$ cat config.mk
export PLATFORM = sky130hd
export DESIGN_NAME = xor_rr_arbiter
export DESIGN_NICKNAME = d
export VERILOG_FILES = /design/src/rtl/xor_rr_arbiter.sv
export SDC_FILE = /design/constraint.sdc
export NUM_CORES = 1
export LEC_CHECK = 0
export ABC_AREA = 1
export BUFFER_PORTS_ARGS = -buffer_cell sky130_fd_sc_hd__buf_4
export CELL_PAD_IN_SITES_DETAIL_PLACEMENT = 1
export CELL_PAD_IN_SITES_GLOBAL_PLACEMENT = 1
export CORE_AREA = 5 5 121 89
export CTS_CLUSTER_DIAMETER = 30
export DETAILED_ROUTE_END_ITERATION = 10
export DIE_AREA = 0 0 126 94
export PLACE_DENSITY = 0.95
export SYNTH_ARGS = -nofsm -noshare
export SYNTH_HDL_FRONTEND = slang
export SYNTH_SLANG_ARGS = --single-unit
$ cat constraint.sdc
create_clock -name clk -period 7.2 [get_ports clk]
set_input_delay 0.72 -clock clk [delete_from_list [all_inputs] [get_ports clk]]
set_output_delay 0.72 -clock clk [all_outputs]
set_load 0.005 [all_outputs]
$ cat src/rtl/xor_rr_arbiter.sv
// rtl/xor_rr_arbiter.sv - round-robin shared registered XOR unit for NREQ requesters
// Optional macro XOR_PARITY_EN adds the registered rsp_parity output.
module xor_rr_arbiter #(
    parameter int NREQ  = 4,
    parameter int WIDTH = 8,
    localparam int IDW  = (NREQ > 1) ? $clog2(NREQ) : 1
) (
    input  logic                    clk,
    input  logic                    rst,
    input  logic [NREQ-1:0]         req_valid,
    input  logic [NREQ*WIDTH-1:0]   req_a,
    input  logic [NREQ*WIDTH-1:0]   req_b,
    output logic [NREQ-1:0]         req_ready,
    output logic                    rsp_valid,
    output logic [WIDTH-1:0]        rsp_data,
    output logic [IDW-1:0]          rsp_id,
    input  logic                    rsp_ready,
`ifdef XOR_PARITY_EN
    output logic                    rsp_parity,
`endif
    output logic                    busy
);

    typedef enum logic {
        IDLE = 1'b0,
        RESP = 1'b1
    } state_t;

    state_t             state;
    logic [IDW-1:0]     rr_ptr;

    logic [NREQ-1:0]    grant;
    logic [IDW-1:0]     win_id;
    logic [WIDTH-1:0]   win_a;
    logic [WIDTH-1:0]   win_b;
    logic               found;

    // Search starts at rr_ptr and wraps, so the last served requester is checked last.
    always_comb begin
        int idx;
        grant  = '0;
        win_id = '0;
        win_a  = '0;
        win_b  = '0;
        found  = 1'b0;
        idx    = 0;
        for (int k = 0; k < NREQ; k++) begin
            idx = int'(rr_ptr) + k;
            if (idx >= NREQ) begin
                idx = idx - NREQ;
            end
            if (!found && req_valid[idx]) begin
                found      = 1'b1;
                grant[idx] = 1'b1;
                win_id     = IDW'(idx);
                win_a      = req_a[idx*WIDTH +: WIDTH];
                win_b      = req_b[idx*WIDTH +: WIDTH];
            end
        end
    end

    assign req_ready = (state == IDLE && !rst) ? grant : '0;
    assign busy      = (state == RESP);

    always_ff @(posedge clk) begin
        if (rst) begin
            state      <= IDLE;
            rr_ptr     <= '0;
            rsp_valid  <= 1'b0;
            rsp_data   <= '0;
            rsp_id     <= '0;
`ifdef XOR_PARITY_EN
            rsp_parity <= 1'b0;
`endif
        end else begin
            case (state)
                IDLE: begin
                    if (found) begin
                        rsp_data   <= win_a ^ win_b;
                        rsp_id     <= win_id;
                        rsp_valid  <= 1'b1;
`ifdef XOR_PARITY_EN
                        rsp_parity <= ^(win_a ^ win_b);
`endif
                        state      <= RESP;
                    end
                end
                RESP: begin
                    if (rsp_ready) begin
                        rsp_valid <= 1'b0;
                        rr_ptr    <= (rsp_id == IDW'(NREQ - 1)) ? '0 : rsp_id + IDW'(1);
                        state     <= IDLE;
                    end
                end
                default: state <= IDLE;
            endcase
        end
    end

endmodule

==> summary.md <==
| Metric | Value |
|---|---|
| Nets@finish | 842 |
| Worst reg-to-reg setup slack | 2.53 ns |
| Worst path required time | 6.48 ns |
| Static leakage | 2.38 nW |
| Fin crit share | 0.742 |
| WP data arrival | 4.62 ns |
| Vias | 4660 |
| # DRC | 0 |
| Initial DRC count | 257 |
| Worst clock skew | 0.00430 ns |
| Clk buf depth | 2 |
| Fillcell total | 1427 |
| Number of diodes | 0 |
| DR pass1 iterations | 5 |
| CTS resizes | 0 |
| Layout cell share with drive strength beyond 1 | 0.171 |
| Highest clock rate | 0.187 GHz |
| Initial antenna violation count | 0 |
| Dpl cell area | 0.00406 mm^2 |
| Largest net degree at the start of global routing | 108 |
| Mapped cell area | 0.00348 mm^2 |
| Final GP Congestion | 0.900 |
| RR Startpoint | rr_ptr[0] |
| Vias per cell | 5.24 |
| Reg2reg path depth | 15 |
| Wirelength per Cell | 15.2 um |
| Library cells used by synthesis | 34 |
| Path type of the worst min-delay path | reg -> reg |
| Postcts setup bufs | 0 |
| Slew margin rel. | 0.369 |
| RSZ-0062 raised after global routing | false |
| Synth Register Bits | 14 |
| GRT Total Usage | 0.224 |
| Ports | 87 |
| Setup crit start kind | flip-flop |
| DP Wirelength | 9860 um |
| Die area | 0.0118 mm^2 |
| Port bufs | 86 |
| Hold Slack | 0.559 ns |
| Synthesized instance count | 710 |
| Seq/Total Area, Yosys | 0.0806 |
| VDD IR max | 0.0000846 V |
| CTS tree | built |
| Fin Setup TNS | 0 ns |
| Num CTS Buffers | 3 |
| Synth warn | 0 |
| WL final | 13600 um |
| PwrDens | 179 mW/mm^2 |
| Fin area | 0.00415 mm^2 |
| Status | complete, no violations |
| CP startpoint | rr_ptr[0] |
| CP Capture Type | output port |
| Site Rows | 30 |
| TritonCTS Sinks | 14 |
| Max cap viols | 0 |
| Async SR Flop Fraction | 0 |
| Worst slew pin tran | 0.947 ns |
| Reg2reg end | rsp_data[1] |
| WS Path Type | reg -> out |
| Skew-Pair Late Insertion Delay | 0.26 ns |
| Routed Antenna Nets | 0 |
| Aggregate global routing overflow | 0 |
| Area grow syn2layout | 19.3% |
| Root buf cell | clkbuf_16 |
| Initial Utilization | 0.368 |
| Post-CTS Hold Buffers | 0 |
| Core area | 0.00946 mm^2 |
| H-tree depth | 1 |
| Endpoints failing hold | 0 |
| Die X | 126 um |
| Syn avg cell area | 4.90 um^2 |
| Reg clk slew, reported paths | 0.06 ns |
| Syn_nets | 789 |
| CP Capture Point | req_ready[0] |
| Die height | 94 um |
| EDFF count, synth | 0 |
| Final slew viol count | 0 |
| First-pass GRT wire length | 22100 um |
| Min Tclk post-route | 5.34 ns |
| Vias in the first global route | 4641 |
| Worst Path Max Fanout | 107 |
| Post-synth top flop | dfxtp_1 |
| # setup viols final | 0 |
routing by layer:
layer  global-route usage  part of all wire  vias to the layer above  wire [um]
li1                     -                 -                     2325          -
met1                0.277              0.44                     2133       5990
met2                0.387              0.46                      169       6250
met3               0.0290             0.062                       33        839
met4                0.107             0.034                        0        467
met5                    0                 0                        -          0
synthesized netlist by cell type, types with 9 or more instances:
master	count	share of area
dfxtp_1	14	0.081
o21ai_0	59	0.085
a21oi_1	19	0.027
o211ai_1	9	0.019
nand2_1	301	0.32
inv_1	67	0.072
buf_2	16	0.023
nand3_1	58	0.083
nor2_1	69	0.074
inv_2	11	0.012
buf_4	9	0.019
through the flow:
step                instances  setup WS (ns)   util  power, mW
global route              890           1.49  0.438      0.807
CTS                       890           1.89  0.438      0.737
global placement          886           2.43  0.429      0.576
finish                    890           1.86  0.438      0.742
floorplan                 710           4.10      -      0.458
detailed placement        886           2.21  0.429      0.600
critical path, stage by stage (launching register included):
cell     delay [ns]
dfxtp_2        0.32
buf_4          0.71
inv_2          0.58
ha_1           0.49
inv_2          0.55
nand3_2        0.19
nand2_4        0.16
nand3_2        0.43
inv_2          0.43
a21oi_1        0.11
o21ai_0        0.09
nand2_1        0.07
inv_1          0.07
buf_4          0.10
logic make-up (layout without fill, tap and decap cells):
| family | after synthesis | count (layout) | synth area share |
|---|---|---|---|
| AND/OR/NAND/NOR | 462 | 462 | 0.565 |
| buffers and inverters | 121 | 173 | 0.160 |
| AO/OA/AOI/OAI | 105 | 105 | 0.166 |
| flip-flops | 14 | 14 | 0.0806 |
| adder cells (fa/ha/maj) | 8 | 8 | 0.0288 |
registers in the layout, indices dropped and copies added, names as in the netlist:
register and count:
busy 1, rsp_data 8, rr_ptr 2, rsp_id 2
rsp_valid 1
layout make-up:
cell class / count / area (um^2) / area share
multi-input cells: 575 / 2640 / 0.637
repair buffers: 90 / 676 / 0.163
well taps: 128 / 160 / 0.0386
inverters: 79 / 299 / 0.0721
flip-flops and latches: 14 / 282 / 0.0679
clock buffers: 4 / 88.8 / 0.0214
report_power, final:
part,internal [mW],total [mW],switching (mW)
Sequential,0.0927,0.103,0.0105
Combinational,0.178,0.510,0.332
Clock,0.0849,0.129,0.0442
how the worst min path moves through the flow:
stage | from | end | cells after the start | slack, ns
2_1_floorplan | rsp_valid | rsp_valid | 2 | 0.46
4_1_cts | rsp_data[4] | rsp_data[4] | 2 | 0.56
3_3_place_gp | rsp_valid | rsp_valid | 2 | 0.46
5_1_grt | busy | busy | 2 | 0.59
6_report | rsp_data[4] | rsp_data[4] | 2 | 0.56
3_5_place_dp | rsp_data[4] | rsp_data[4] | 2 | 0.54
layout by cell type, fill, tap and decap left out, drive strengths merged, types with 2 or more instances in the layout:
| cell | netlist | routed |
|---|---|---|
| buf | 34 | 90 |
| a21oi | 19 | 19 |
| dfxtp | 14 | 14 |
| o22ai | 4 | 4 |
| nand2 | 311 | 311 |
| ha | 8 | 8 |
| o21ai | 66 | 66 |
| nand4 | 5 | 5 |
| inv | 79 | 79 |
| or2 | 4 | 4 |
| o21bai | 2 | 2 |
| nor2 | 75 | 75 |
| o211ai | 9 | 9 |
| nand3 | 65 | 65 |
| clkbuf | 8 | 4 |
Note: power is estimated with default switching activity, not from simulation.
